<file path="src/rtl/alu_cmd_sequencer.sv">
// Command sequencer for an external combinational 4-bit ALU: accepts a command,
// holds the operands stable for SETTLE_CYCLES, captures the result and hands it back.
module alu_cmd_sequencer #(
  parameter int unsigned SETTLE_CYCLES = 1
) (
  input  logic       clk,
  input  logic       rst,
  input  logic       cmd_valid,
  output logic       cmd_ready,
  input  logic [3:0] cmd_op,
  input  logic       cmd_cin,
  input  logic [3:0] cmd_a,
  input  logic [3:0] cmd_b,
  input  logic       cmd_use_acc,
  output logic [3:0] alu_a,
  output logic [3:0] alu_b,
  output logic [1:0] alu_main_sel,
  output logic [1:0] alu_sub_sel,
  output logic       alu_cin,
  input  logic [3:0] alu_result,
  output logic       rsp_valid,
  input  logic       rsp_ready,
  output logic [3:0] rsp_data,
  output logic       rsp_zero,
  output logic [3:0] acc
);

  localparam logic [3:0] SETTLE_LD = 4'(SETTLE_CYCLES);

  typedef enum logic [1:0] {IDLE, EXEC, RESP} state_t;

  state_t     state_q;
  logic [3:0] cnt_q;
  logic [3:0] acc_q;
  logic [3:0] rsp_data_q;
  logic       rsp_zero_q;
  logic       rsp_valid_q;
  logic       cmd_ready_q;
  logic [3:0] alu_a_q;
  logic [3:0] alu_b_q;
  logic [1:0] alu_main_sel_q;
  logic [1:0] alu_sub_sel_q;
  logic       alu_cin_q;
  logic [3:0] alu_a_d;

  // acc_q here is the value at the acceptance edge, including a just-captured result
  assign alu_a_d = cmd_use_acc ? acc_q : cmd_a;

  always_ff @(posedge clk) begin
    if (rst) begin
      state_q        <= IDLE;
      cnt_q          <= 4'd0;
      acc_q          <= 4'd0;
      rsp_data_q     <= 4'd0;
      rsp_zero_q     <= 1'b1;
      rsp_valid_q    <= 1'b0;
      cmd_ready_q    <= 1'b1;
      alu_a_q        <= 4'd0;
      alu_b_q        <= 4'd0;
      alu_main_sel_q <= 2'd0;
      alu_sub_sel_q  <= 2'd0;
      alu_cin_q      <= 1'b0;
    end else begin
      case (state_q)
        IDLE: begin
          if (cmd_valid) begin
            alu_a_q        <= alu_a_d;
            alu_b_q        <= cmd_b;
            alu_main_sel_q <= cmd_op[3:2];
            alu_sub_sel_q  <= cmd_op[1:0];
            alu_cin_q      <= cmd_cin;
            cnt_q          <= SETTLE_LD;
            cmd_ready_q    <= 1'b0;
            state_q        <= EXEC;
          end
        end
        EXEC: begin
          if (cnt_q == 4'd1) begin
            rsp_data_q  <= alu_result;
            rsp_zero_q  <= (alu_result == 4'd0);
            acc_q       <= alu_result;
            rsp_valid_q <= 1'b1;
            cnt_q       <= 4'd0;
            state_q     <= RESP;
          end else begin
            cnt_q <= cnt_q - 4'd1;
          end
        end
        RESP: begin
          if (rsp_ready) begin
            rsp_valid_q <= 1'b0;
            cmd_ready_q <= 1'b1;
            state_q     <= IDLE;
          end
        end
        default: begin
          rsp_valid_q <= 1'b0;
          cmd_ready_q <= 1'b1;
          state_q     <= IDLE;
        end
      endcase
    end
  end

  assign cmd_ready    = cmd_ready_q;
  assign rsp_valid    = rsp_valid_q;
  assign rsp_data     = rsp_data_q;
  assign rsp_zero     = rsp_zero_q;
  assign acc          = acc_q;
  assign alu_a        = alu_a_q;
  assign alu_b        = alu_b_q;
  assign alu_main_sel = alu_main_sel_q;
  assign alu_sub_sel  = alu_sub_sel_q;
  assign alu_cin      = alu_cin_q;

endmodule
</file>
<file path="config.mk">
export PLATFORM = sky130hd
export DESIGN_NAME = alu_cmd_sequencer
export DESIGN_NICKNAME = d
export VERILOG_FILES = /design/src/rtl/alu_cmd_sequencer.sv
export SDC_FILE = /design/constraint.sdc
export NUM_CORES = 1
export LEC_CHECK = 0
export ABC_AREA = 1
export CAP_MARGIN = 20
export CORE_ASPECT_RATIO = 0.9
export CORE_MARGIN = 2
export CORE_UTILIZATION = 42
export DETAILED_ROUTE_END_ITERATION = 10
export GPL_TIMING_DRIVEN = 1
export HOLD_SLACK_MARGIN = 0.12
export PLACE_DENSITY_LB_ADDON = 0.3
export SLEW_MARGIN = 20
export SYNTH_ARGS = -nofsm -noshare
export SYNTH_HDL_FRONTEND = slang
export SYNTH_SLANG_ARGS = --single-unit
</file>
<file path="constraint.sdc">
create_clock -name clk -period 1.6 [get_ports clk]
set_clock_uncertainty 0.15 [all_clocks]
set_input_delay 0.32 -clock clk [delete_from_list [all_inputs] [get_ports clk]]
set_output_delay 0.32 -clock clk [all_outputs]
set_load 0.01 [all_outputs]
</file>
### Word level (Yosys, flattened, before mapping)

Index checks and enable logic that the tools add are counted.

* register bits: 26
* bits in latches: 0
* memory bits (writable): 0
* memory bits (read-only): 0
* input port bits: 22
* output and inout port bits: 24
* word-level logic and storage cells: 43
* memories: 0

* $add $sub $neg: 1
* multiply operators: 0
* div/mod/pow operators: 0
* magnitude comparators: 0
* equal/unequal tests: 6
* shift operators: 0
* muxes and demuxes: 14
* bitwise gates (word level): 2
* reductions and logical operators: 9

Operators with widths (number)
* 2-to-1 mux 4 bit: 3
* AND reduction 3 bit: 3
* one-hot mux 4 bit (2 select lines): 1
* 2-to-1 mux 2 bit: 3
* != test 2 bit (second input constant): 3
* one-hot mux 1 bit (3 select lines): 2
* one-hot mux 2 bit (3 select lines): 1
* AND reduction 2 bit: 3
* equality test 4 x 1 -> 1 bit (second input constant): 1
* logical NOT 4 bit: 1
* 2-to-1 mux 1 bit: 4
* subtractor 4 x 1 -> 4 bit (second input constant): 1
* equality test 2 x 1 -> 1 bit (second input constant): 1
* equality test 2 bit (second input constant): 1
* logical NOT 2 bit: 1
* NOT 1 bit: 2
* nonzero test 2 bit: 1

### Depth between registers and ports, before layout

* depth in word-level cells: 3
* depth in mapped cells: 7
* gate-level depth less buffers: 7

### Least setup slack after synthesis

OpenSTA, ideal clock, no wires.

* kind: register -> register
* from: register cnt_q[0]
* to: register cnt_q[1]
* setup time: 0.070 ns
* arrival time: 1.072 ns
* data required time: 1.380 ns
* path slack: 0.309 ns
* stages on the path, launching flop included: 5
* buffers on the path: 0
* cell sequence: dfxtp_1 -> inv_1 -> ha_1 -> or2_2 -> a21oi_1

* word-level cells in the longest chain between the ends: 3
* elaborated cells on any way between the ends: 4
* those cells by class: add/sub (1); eq/ne (1); mux (2)

RTL lines
* start: declaration: RTL line 33 `logic [3:0] cnt_q;`
* start signal: assignment: RTL line 86 `cnt_q <= cnt_q - 4'd1;`
* subtractor 4 x 1 -> 4 bit / equality test 4 x 1 -> 1 bit (equally long branches): RTL line 86, 78
* 2-to-1 mux 4 bit *: RTL line 78 `if (cnt_q == 4'd1) begin`
* one-hot mux 4 bit (2 select lines) *: RTL line 64 `case (state_q)`

Mark *: on every way between the ends. The rest lies on a longest branch, timed or not.
A chain may end at the register's enable or synchronous reset.

### Worst setup path after layout

* from: register alu_b_q[2] (netlist: alu_b[2])
* to: output alu_b[2]

RTL lines
* start: declaration: RTL line 40 `logic [3:0] alu_b_q;`
* start signal: assignment: RTL line 68 `alu_b_q <= cmd_b;`
* end: declaration: RTL line 16 `output logic [3:0] alu_b,`

No word-level cell between the ends.

==> results_dict.tcl <==
set metrics [dict create \
    ios 46 \
    fin_area_um2 1640 \
    relSlewSlack_pct 77.0 \
    dp_slack_ns -0.0198 \
    crit_chain "dlygate4sd2_1" \
    p_int_uw 1160 \
    critPathSlowestCell "dfxtp_1" \
    dp_hpwl_um 1990 \
    worstMarginPinSlew_ns 0.341 \
    totalWireLength_um 2550 \
    period_share_pct 89.8 \
    num_rows 18 \
    p_comb_share_pct 25.2 \
    switching_share_pct 28.1 \
    status "finished clean" \
    setup-violations-final 0 \
    post_dp_cell_area_um2 1610 \
    die_x_um 59.4 \
    ys_seq_area_share_pct 44.9 \
    clk_latency_ns 0.32 \
    cts_buffers 3 \
    ant_nets 0 \
    root_buffer "clkbuf_4" \
    slew_viol_final 0 \
    path_delay_family "flip-flops" \
    first_pass_iters 5 \
    tns_ns 0 \
    syn-num-nets 176 \
    cts_buffer_depth 2 \
    area_growth_pct 41.6 \
    cts_sinks 26 \
    io_buffer_count 45 \
    worstPathArrival_ns 0.97 \
    start_kind "flip-flop" \
    grt_pass1_vias 931 \
    yosys_warnings 0 \
    p_switching_uw 453 \
    layout-drive-gt1-share_pct 14.7 \
    period_minus_slack_ns 1.44 \
    die_h_um 53.9 \
    place_inst 222 \
    rsz0062_at_grt "no" \
    final_cell_mix "nor2_1 (35), dlygate4sd2_1 (24), dfxtp_1 (22)" \
    path_buf_inv 1 \
    vias_per_cell 4.88 \
    path_clk_slew_ns 0.14 \
    worst_slack_ns 0.163 \
    drv_cap 0 \
    grt_use_total_pct 16.7 \
    cp_slowest_stage_delay_ns 0.37 \
    grt_pass1_wl_um 3950 \
    hold_class "flip-flop to flip-flop" \
    synthesis.area_um2 1160 \
    avgSynthCellArea_um2 7.63 \
    seq_power_share_pct 47.1 \
    layout_commonest_cell "nor2_1" \
    cp_max_fo 2 \
    routedWlPerCell_um 11.2 \
    nets 222 \
    critPathCaptureType "output pin" \
    vdd_drop_max_mv 0.710 \
    p_leak_uw 0.000770 \
    synth_seq_cells 26 \
    grt_max_degree 20 \
    start_util_pct 43.3 \
    via_count 1107 \
    fmax_ghz 0.696 \
    first_iter_violations 35 \
    die_area_um2 3200 \
    pwr-share-clk_pct 27.7 \
    finalHoldViolCount 0 \
    antenna_found_initial 0 \
    finalNonFillerCells 227 \
    synth.distinct_cells 25 \
    utilization_pct 61.3 \
    gr-total-overflow 0 \
    netlist_instances 152 \
    path_class "flip-flop to output pin" \
    core_um2 2680 \
    antennaDiodeCount 0 \
    cellPowerDensity_nw_per_um2 982 \
    fill_cells 241 \
    cts_tree "yes" \
    postCtsHoldBufs 0 \
    cp.required_ns 1.13 \
    drc 0 \
    place_congestion 0.814 \
    htree_levels 1 \
]
## through the flow
| step | hold WS [ns] | total power [uW] |
|---|---|---|
| after global placement | 0.292 | 1200 |
| after global routing | 0.342 | 1700 |
| after detailed placement | 0.308 | 1220 |
| final | 0.320 | 1610 |
| after floorplan | 0.298 | 1020 |
| after CTS | 0.324 | 1630 |
## layer usage
metal | track usage (%) | routed length [um]
met4 | 5.30 | 40
met5 | 0 | 0
met1 | 18.9 | 1140
met3 | 5.29 | 157
met2 | 29.9 | 1220
## final timing paths
check	start	end	slack (ns)	depth (start not counted)
setup / recovery	alu_b[2]	alu_b[2]	0.16	1
hold / removal	rsp_valid	rsp_valid	0.32	2
setup reg to reg	cnt_q[0]	cnt_q[1]	0.23	4
hold reg to reg	rsp_valid	rsp_valid	0.32	2
## state kept, by name, indices dropped and copies added, names as in the netlist
signal / cells
cmd_ready: 1
cnt_q: 4
rsp_zero: 1
rsp_valid: 1
alu_main_sel: 2
rsp_data: 4
alu_a: 4
alu_b: 4
state_q: 2
alu_cin: 1
alu_sub_sel: 2
## power groups by stage
| stage | combinational [uW] | clock, uW | sequential, uW |
|---|---|---|---|
| detailed placement | 441 | 0 | 776 |
| finish | 406 | 447 | 760 |
| global placement | 433 | 0 | 772 |
| CTS | 409 | 463 | 760 |
| floorplan | 232 | 0 | 790 |
| global route | 451 | 483 | 769 |
## Yosys cell counts, drive strengths merged
cell    instances  area share (%)
inv            14             5.0
nand2          20             7.3
nand3           5             3.2
clkinv          2            0.86
ha              2             2.2
a21oi           8             3.5
nor3            1            0.43
or2             1            0.54
buf             7             5.0
clkbuf          1            0.43
nor2           42              17
dfxtp          26              45
o21ai          22             9.5
nand4           1            0.54
## cells by family (layout without fill, tap and decap cells)
| family | count (synthesis) | in the layout | synth area share (%) |
|---|---|---|---|
| AO/OA/AOI/OAI | 30 | 30 | 12.9 |
| adder cells (fa/ha/maj) | 2 | 2 | 2.16 |
| buffers and inverters | 24 | 69 | 11.2 |
| flip-flops | 26 | 26 | 44.9 |
| AND/OR/NAND/NOR | 70 | 70 | 28.8 |
## final cells by class
class / instances / area (um2) / area share, %
Timing Repair Buffer: 49 / 450 / 27.4
Tap cell: 30 / 37.5 / 2.28
Multi-Input combinational cell: 102 / 509 / 31.0
Clock inverter: 1 / 30.0 / 1.83
Inverter: 16 / 67.6 / 4.11
Clock buffer: 3 / 22.5 / 1.37
Sequential cell: 26 / 526 / 32.0
## timing repair
item	CTS	global route
hold endpoints to repair	0	0
gates resized for setup	28	0
buffers inserted	1	0
endpoints found under the setup margin	24	0
(Power assumes the default switching activity.)
